`src/rtl/bec_wb_sequencer.sv`:
```
// bec_wb_sequencer: Wishbone slave that loads the 163-bit operands of the BEC ladder core, starts it, feeds key bits and captures wout/zout.
// Latency: registered ack one cycle after a request, single-cycle pulse; write data lands on the ack edge, read data is valid with ack.
// Backpressure: none; every decoded request is acked, and a held strobe is acked on alternate cycles.
// Ports: wb_clk_i/wb_rst_i (async, active-high); wbs_* Wishbone slave; core_* operand, key-bit, enable and result handshake to the core; irq level interrupt.
// Optional feature: define BEC_WATCHDOG_EN to add a RUN-state watchdog (parameter WDOG_CYCLES) that reports STATUS.TIMEOUT.
module bec_wb_sequencer #(
  parameter int          FIELD_W   = 163,
  parameter logic [31:0] BASE_ADDR = 32'h3000_0000,
  parameter int          KEY_W     = 163
`ifdef BEC_WATCHDOG_EN
  , parameter int        WDOG_CYCLES = 200000
`endif
) (
  input  logic               wb_clk_i,
  input  logic               wb_rst_i,
  input  logic               wbs_stb_i,
  input  logic               wbs_cyc_i,
  input  logic               wbs_we_i,
  input  logic [3:0]         wbs_sel_i,
  input  logic [31:0]        wbs_adr_i,
  input  logic [31:0]        wbs_dat_i,
  output logic               wbs_ack_o,
  output logic [31:0]        wbs_dat_o,
  output logic               core_enable,
  output logic [FIELD_W-1:0] core_w1,
  output logic [FIELD_W-1:0] core_z1,
  output logic [FIELD_W-1:0] core_w2,
  output logic [FIELD_W-1:0] core_z2,
  output logic [FIELD_W-1:0] core_inv_w0,
  output logic [FIELD_W-1:0] core_d,
  output logic               core_ki,
  input  logic               core_next_key,
  input  logic [FIELD_W-1:0] core_wout,
  input  logic [FIELD_W-1:0] core_zout,
  input  logic               core_done,
  output logic               irq
);

  localparam logic [1:0] ST_IDLE = 2'd0;
  localparam logic [1:0] ST_RUN  = 2'd1;
  localparam logic [1:0] ST_DONE = 2'd2;
  localparam logic [7:0] KEYCNT_MAX = 8'(KEY_W);

  logic [1:0]         state;
  // op_q[0..5] = w1, z1, w2, z2, inv_w0, d; op_q[6] = key (shifts in place)
  logic [FIELD_W-1:0] op_q [7];
  logic [FIELD_W-1:0] wout_q, zout_q;
  logic               irq_en, st_done, st_err, st_to;
  logic [7:0]         keycnt;

  logic [4:0]         blk;
  logic [2:0]         wrd;
  logic [7:0]         reg_sel;
  logic               req, wr, busy, word_ok;
  logic               is_op, is_wout, is_zout, is_ctrl, is_status, is_keycnt;
  logic               start_req, go_run, done_evt, wdog_exp, end_run, err_set, w1c;
  logic [FIELD_W-1:0] wmask, wdata;
  logic [31:0]        rdata;
  logic               unused_adr;

  assign blk     = wbs_adr_i[9:5];
  assign wrd     = wbs_adr_i[4:2];
  assign reg_sel = wbs_adr_i[9:2];
  assign unused_adr = ^wbs_adr_i[1:0];

  // ~ack gating: a strobe held across the ack cycle must re-request
  assign req  = wbs_stb_i & wbs_cyc_i & ~wbs_ack_o & (wbs_adr_i[31:10] == BASE_ADDR[31:10]);
  assign wr   = req & wbs_we_i;
  assign busy = (state == ST_RUN);

  assign word_ok   = (wrd < 3'd6);
  assign is_op     = word_ok && (blk < 5'd7);
  assign is_wout   = word_ok && (blk == 5'd8);
  assign is_zout   = word_ok && (blk == 5'd9);
  assign is_ctrl   = (reg_sel == 8'h60);
  assign is_status = (reg_sel == 8'h61);
  assign is_keycnt = (reg_sel == 8'h62);

  assign start_req = wr & is_ctrl & wbs_sel_i[0] & wbs_dat_i[0];
  assign go_run    = start_req & ~busy;
  assign done_evt  = busy & core_done;
  assign end_run   = done_evt | wdog_exp;
  assign err_set   = wr & busy & (is_op | (is_ctrl & wbs_sel_i[0] & wbs_dat_i[0]));
  assign w1c       = wr & is_status;

  // Byte-lane merge; bits beyond FIELD_W fall off the top of the shift
  assign wmask = FIELD_W'({{8{wbs_sel_i[3]}}, {8{wbs_sel_i[2]}}, {8{wbs_sel_i[1]}}, {8{wbs_sel_i[0]}}}) << {wrd, 5'd0};
  assign wdata = FIELD_W'(wbs_dat_i) << {wrd, 5'd0};

  function automatic logic [31:0] word_of(input logic [FIELD_W-1:0] f, input logic [2:0] k);
    return 32'(f >> {k, 5'd0});
  endfunction

  always_comb begin
    rdata = 32'd0;
    if (is_op)          rdata = word_of(op_q[blk[2:0]], wrd);
    else if (is_wout)   rdata = word_of(wout_q, wrd);
    else if (is_zout)   rdata = word_of(zout_q, wrd);
    else if (is_ctrl)   rdata = {30'd0, irq_en, 1'b0};
    else if (is_status) rdata = {28'd0, st_to, st_err, st_done, busy};
    else if (is_keycnt) rdata = {24'd0, keycnt};
  end

`ifdef BEC_WATCHDOG_EN
  logic [31:0] wdog_cnt;
  always_ff @(posedge wb_clk_i or posedge wb_rst_i) begin
    if (wb_rst_i)    wdog_cnt <= 32'd0;
    else if (go_run) wdog_cnt <= 32'd0;
    else if (busy)   wdog_cnt <= wdog_cnt + 32'd1;
  end
  // Expiry at the end of the WDOG_CYCLES-th RUN cycle; a same-cycle done wins
  assign wdog_exp = busy & ~core_done & (wdog_cnt == 32'(WDOG_CYCLES - 1));
`else
  assign wdog_exp = 1'b0;
`endif

  always_ff @(posedge wb_clk_i or posedge wb_rst_i) begin
    if (wb_rst_i) begin
      state     <= ST_IDLE;
      wbs_ack_o <= 1'b0;
      wbs_dat_o <= 32'd0;
      for (int i = 0; i < 7; i++) op_q[i] <= '0;
      wout_q    <= '0;
      zout_q    <= '0;
      irq_en    <= 1'b0;
      st_done   <= 1'b0;
      st_err    <= 1'b0;
      st_to     <= 1'b0;
      keycnt    <= 8'd0;
    end else begin
      wbs_ack_o <= req;
      wbs_dat_o <= (req & ~wbs_we_i) ? rdata : 32'd0;

      for (int i = 0; i < 7; i++)
        if (wr & is_op & ~busy & (blk[2:0] == 3'(i)))
          op_q[i] <= (op_q[i] & ~wmask) | (wdata & wmask);
      // Key writes are blocked in RUN, so the shift never collides with a write
      if (busy & core_next_key) op_q[6] <= op_q[6] >> 1;

      if (wr & is_ctrl & wbs_sel_i[0]) irq_en <= wbs_dat_i[1];

      if (go_run) keycnt <= 8'd0;
      else if (busy & core_next_key & (keycnt != KEYCNT_MAX)) keycnt <= keycnt + 8'd1;

      if (done_evt) begin
        wout_q <= core_wout;
        zout_q <= core_zout;
      end

      // Set has priority over W1C for every status flag
      if (done_evt)                          st_done <= 1'b1;
      else if (go_run | (w1c & wbs_dat_i[1])) st_done <= 1'b0;
      if (err_set)                           st_err  <= 1'b1;
      else if (w1c & wbs_dat_i[2])           st_err  <= 1'b0;
      if (wdog_exp)                          st_to   <= 1'b1;
      else if (w1c & wbs_dat_i[3])           st_to   <= 1'b0;

      case (state)
        ST_IDLE: if (go_run) state <= ST_RUN;
        ST_RUN:  if (end_run) state <= ST_DONE;
        ST_DONE: begin
          if (go_run)                     state <= ST_RUN;
          else if (w1c & wbs_dat_i[1])    state <= ST_IDLE;
        end
        default: state <= ST_IDLE;
      endcase
    end
  end

  assign core_enable = busy;
  assign core_w1     = op_q[0];
  assign core_z1     = op_q[1];
  assign core_w2     = op_q[2];
  assign core_z2     = op_q[3];
  assign core_inv_w0 = op_q[4];
  assign core_d      = op_q[5];
  assign core_ki     = op_q[6][0];
  assign irq         = irq_en & (st_done | st_to);

endmodule

```
`config.mk`:
```
export PLATFORM = sky130hd
export DESIGN_NAME = bec_wb_sequencer
export DESIGN_NICKNAME = d
export VERILOG_FILES = /design/src/rtl/bec_wb_sequencer.sv
export SDC_FILE = /design/constraint.sdc
export NUM_CORES = 2
export LEC_CHECK = 0
export CAP_MARGIN = 10
export CELL_PAD_IN_SITES_DETAIL_PLACEMENT = 1
export CELL_PAD_IN_SITES_GLOBAL_PLACEMENT = 1
export CORE_AREA = 5 5 548 550
export CTS_CLUSTER_SIZE = 28
export DETAILED_ROUTE_END_ITERATION = 6
export DIE_AREA = 0 0 553 555
export PLACE_DENSITY_LB_ADDON = 0.1
export SLEW_MARGIN = 5
export SYNTH_ARGS = -nofsm -noshare
export SYNTH_HDL_FRONTEND = slang
export SYNTH_SLANG_ARGS = --single-unit
```
`constraint.sdc`:
```
create_clock -name wb_clk_i -period 43.5 [get_ports wb_clk_i]
set_clock_uncertainty 0.1 [all_clocks]
set_input_delay 4.35 -clock wb_clk_i [delete_from_list [all_inputs] [get_ports wb_clk_i]]
set_output_delay 4.35 -clock wb_clk_i [all_outputs]
set_load 0.05 [all_outputs]
```
# Word level (Yosys, flattened, before mapping)
# Index checks and enable logic that the tools add are counted.
# totals
reg_bits	1513
in_bits	401
out_inout_bits	1014
wordCells	127
# op_classes
add_sub_neg	1
order_cmp	3
eq_ne	18
n_shift	5
mux	23
bitwise	51
reduce_logical	10
# op_table
cell	n
$and 163x163->163	8
$or 163x163->163	7
$mux 163	4
$bmux 163 s3	1
$shr 163x8->32	3
$shl 32x8->163	2
$not 163->163	1
$mux 32	4
$mux 8	5
$and 1x1->1	29
$eq 8x7->1 const B	3
$eq 22x20->1 const B	1
$eq 5x4->1 const B	2
$eq 3x3->1 const B	3
$add 8x1->8 const B	1
$mux 2	4
$ne 8x8->1 const B	1
$reduce_bool 2->1	4
$eq 3x2->1 const B	2
$pmux 2 s3	1
$lt 5x3->1 const B	1
$ge 4x4->1 const B	1
$mux 1	4
$not 3->4	1
other kinds (13)	18

# Depth between registers and ports, before layout
# logic_depth
word_depth	11
mapped_depth	11
depth_no_buf	7

# Worst setup path before layout
# No wires, ideal clock.
# synth_path
kind	input to register
start	input wbs_adr_i[13]
end	register with a tool-made name
setup_time_ps	128
t_arrival_ps	6204
t_required_ps	43272
slack_ps	37069
stages	8
n_path_buf	3
path_cell_list	nor4_1 -> nand4_2 -> nor4_4 -> buf_4 -> buf_4 -> nand3_1 -> buf_2 -> mux2_1
# synth_lines
element	line	rtl
start, declared	20	input logic [31:0] wbs_adr_i,

# Worst setup path in the final report
# layout_path
start	input wbs_adr_i[5]
end	register wbs_dat_o[19]
# layout_between
elab_chain_len	7
elab_cells_between_ends	15
cone_classes	order compare (1); eq/ne (2); shift (1); mux (7); bitwise (1); reduce/logical (3)
# layout_rtl
element	line	rtl
$not 3->4 (implied by the code)	96	if (is_op) rdata = word_of(op_q[blk[2:0]], wrd);
$bmux 163 s3	96	
$mux 163 (implied by the code) (2 in series)	96	
$shr 163x8->32	91	return 32'(f >> {k, 5'd0});
$mux 32 (*)	96	
$mux 32 (*)	132	wbs_dat_o <= (req & ~wbs_we_i) ? rdata : 32'd0;
end signal, assigned	132	
end, declared	23	output logic [31:0] wbs_dat_o,
# Every way passes the cells marked *; elsewhere a longest branch is shown, timed or not. The select of a mux whose other input is x is not followed.
# A chain may end at the register's enable or synchronous reset.

==> results.py <==
metrics = {
    "status": {
        "status": "complete, no violations",
    },
    "global_route": {
        "grt_pass1_vias": 61800,
        "use_met2_pct": 44.0,
        "met3_usage_pct": 7.61,
        "grt_use_total_pct": 26.5,
        "top_usage_layer": "met2",
        "antenna_found_initial": 133,
        "use_met1_pct": 33.0,
        "grt_max_degree": 155,
        "grt_overflow_total": 0,
        "grt_pass1_wl_um": 565000,
    },
    "synthesis": {
        "synth_top_cell_by_area": "dfrtp_1",
        "yosys_warnings": 0,
        "synthesis.area_mm2": 0.0781,
        "synth_area_leaders": "dfrtp_1 (49%), buf_4 (9.7%), mux2_2 (9.7%), mux4_2 (5.5%), o21ai_0 (5.3%)",
        "synthArstFlopShare_pct": 100,
        "synthFlopType": "dfrtp_1",
        "ys_ff_latch": 1513,
        "seq_area_frac_synth_pct": 48.5,
        "yosysMostFrequentCell": "dfrtp_1",
        "synthCells": 7211,
        "syn_nets": 7613,
        "synth_commonest_cells": "dfrtp_1 (1513), buf_4 (1009), nand2_1 (976)",
        "syn_area_per_cell_um2": 10.8,
        "yosys.area.top_type_share_pct": 48.5,
        "synth_edf_count": 0,
        "synth_cell_types": 72,
    },
    "sta": {
        "setup_violations": 0,
        "min_period_ns": 8.79,
        "tightest_slew_ns": 1.23,
        "period_share_pct": 20.2,
        "slew_headroom_pct": 17.0,
        "rsz0062_at_grt": "no",
        "hold_viol": 0,
        "setup_tns_ns": 0,
        "final-max-slew-violation-count": 0,
        "clock.fmax_ghz": 0.114,
    },
    "worst_setup_path": {
        "critPathSlowestCell": "a2111oi_0",
        "path_cells": "buf_8, buf_4, buf_4, buf_12, mux4_2, o21ai_0, a2111oi_0, a21oi_1, nor3_1",
        "r2r_start": "wbs_ack_o$_DFF_PP0_",
        "max_stage_delay_ns": 1.01,
        "critPathKind": "in2reg",
        "cp-end-kind": "register",
        "worst_path_most_repeated_cell": "buf_4",
        "required_ns": 44.19,
        "crit_path_start_kind": "input pin",
        "critPathMaxFanout": 89,
        "arrival_ns": 9.47,
        "setup.worst_path.start": "wbs_adr_i[5]",
    },
    "route": {
        "drc": 0,
        "ant_nets": 0,
        "wl_per_cell_um": 36.1,
        "totalWireLength_um": 420000,
        "first_pass_iters": 5,
        "vias": 58500,
        "via_per_inst": 5.03,
        "first_iter_violations": 4056,
    },
    "layout": {
        "drive_gt1_share_pct": 18.5,
        "area_delta_synth_final_pct": 22.3,
        "layout.nets": 7910,
        "fin_util_pct": 32.3,
    },
    "placement": {
        "gp_congestion": 0.834,
        "portBuffers": 1412,
        "hpwl_um": 319000,
    },
    "cts": {
        "clock_latency_ns": 0.88,
        "cts_sinks": 1513,
        "h-tree-depth": 4,
        "post_cts_buffers": 0,
        "cts_hold_buf": 0,
        "ctsResizeCount": 0,
        "clockBufferDepth": 4,
        "cts_tree": "done",
        "cts.clk_slew.worst_paths_ns": 0.06,
        "cts_root_buffer": "clkbuf_16",
        "cts_buffers": 194,
    },
    "floorplan": {
        "dieWidth_um": 553,
        "coreArea_mm2": 0.295,
        "ios": 1415,
        "start_util_pct": 26.4,
        "die-area_mm2": 0.307,
        "num_rows": 200,
        "dieHeight_um": 555,
    },
    "hold_path": {
        "hold_class": "reg2reg",
        "hold_start": "state[0]$_DFFE_PP0P_",
    },
    "power": {
        "p_leak_nw": 41.2,
        "p_per_area_mw_per_mm2": 35.2,
        "p_total_mw": 3.36,
        "peakVddDrop_mv": 0.0271,
    },
    "flow_run": {
        "maxCapViolCount": 0,
    },
}
routing by layer:
metal,vias up,share of wire (%)
li1,25000,-
met1,30900,41
met2,1945,47
met3,566,7.6
met4,122,4.1
met5,-,0.18
final cells by class:
class / count / area (um^2)
flip-flops and latches: 1513 / 37900
repair buffers: 1556 / 15300
diodes: 37 / 92.6
clock inverters: 48 / 533
clock buffers: 294 / 5760
well taps: 3939 / 4930
inverters: 65 / 248
fillers: 32200 / 200000
multi-input cells: 4178 / 30800
logic make-up (layout without fill, tap and decap cells):
group	after synthesis	count (layout)	share of synthesized area (%)
buffers and inverters	1520	1963	12.3
AO/OA/AOI/OAI	1364	1364	10.2
adder cells (fa/ha/maj)	1	1	0.0160
flip-flops	1513	1513	48.5
other	0	37	0
multiplexers	1254	1254	20.3
XOR/XNOR	7	7	0.0785
AND/OR/NAND/NOR	1552	1552	8.57
through the flow:
step	worst slack [ns]	area, um^2	cells	hold slack [ns]
4_1_cts	34.81	95400	11600	0.394
2_1_floorplan	18.10	78100	7211	0.350
6_report	34.71	95500	11600	0.393
3_3_place_gp	33.83	89100	11300	0.374
5_1_grt	34.57	95400	11600	0.410
3_5_place_dp	33.85	89100	11300	0.386
worst max-delay path: cells and delay by family:
family / cells / cell delay, ns
simple gates: 1 / 0.31
buf+inv: 4 / 2.32
compound gates: 3 / 1.71
mux: 1 / 0.43
worst paths after layout:
path / endpoint / slack (ns) / depth (start not counted)
worst max-delay path: wbs_dat_o[19]$_DFF_PP0_ / 34.71 / 9
worst min register to register: state[0]$_DFFE_PP0P_ / 0.39 / 1
worst min-delay path: state[0]$_DFFE_PP0P_ / 0.39 / 1
worst max register to register: register / 39.00 / 7
min in group asynchronous: async pin / 3.91 / 3
max in group asynchronous: zout_q[116]$_DFFE_PP0P_ / 35.43 / 7
cells in the final DEF, fill, tap and decap left out, types with 134 or more instances in the layout:
cell type	instances
clkbuf_16	195
buf_4	134
dfrtp_1	1513
nand2_1	973
clkdlybuf4s50_1	1400
mux4_2	189
nand3_1	151
nor2_1	162
o21ai_0	829
mux2_2	669
mux2i_1	321
report_power, final:
part	total [mW]	internal, mW	switching (mW)
registers	1.46	1.44	0.0200
logic	0.268	0.0938	0.175
clock network	1.64	0.957	0.679
Power figures use the tool's default switching activity.
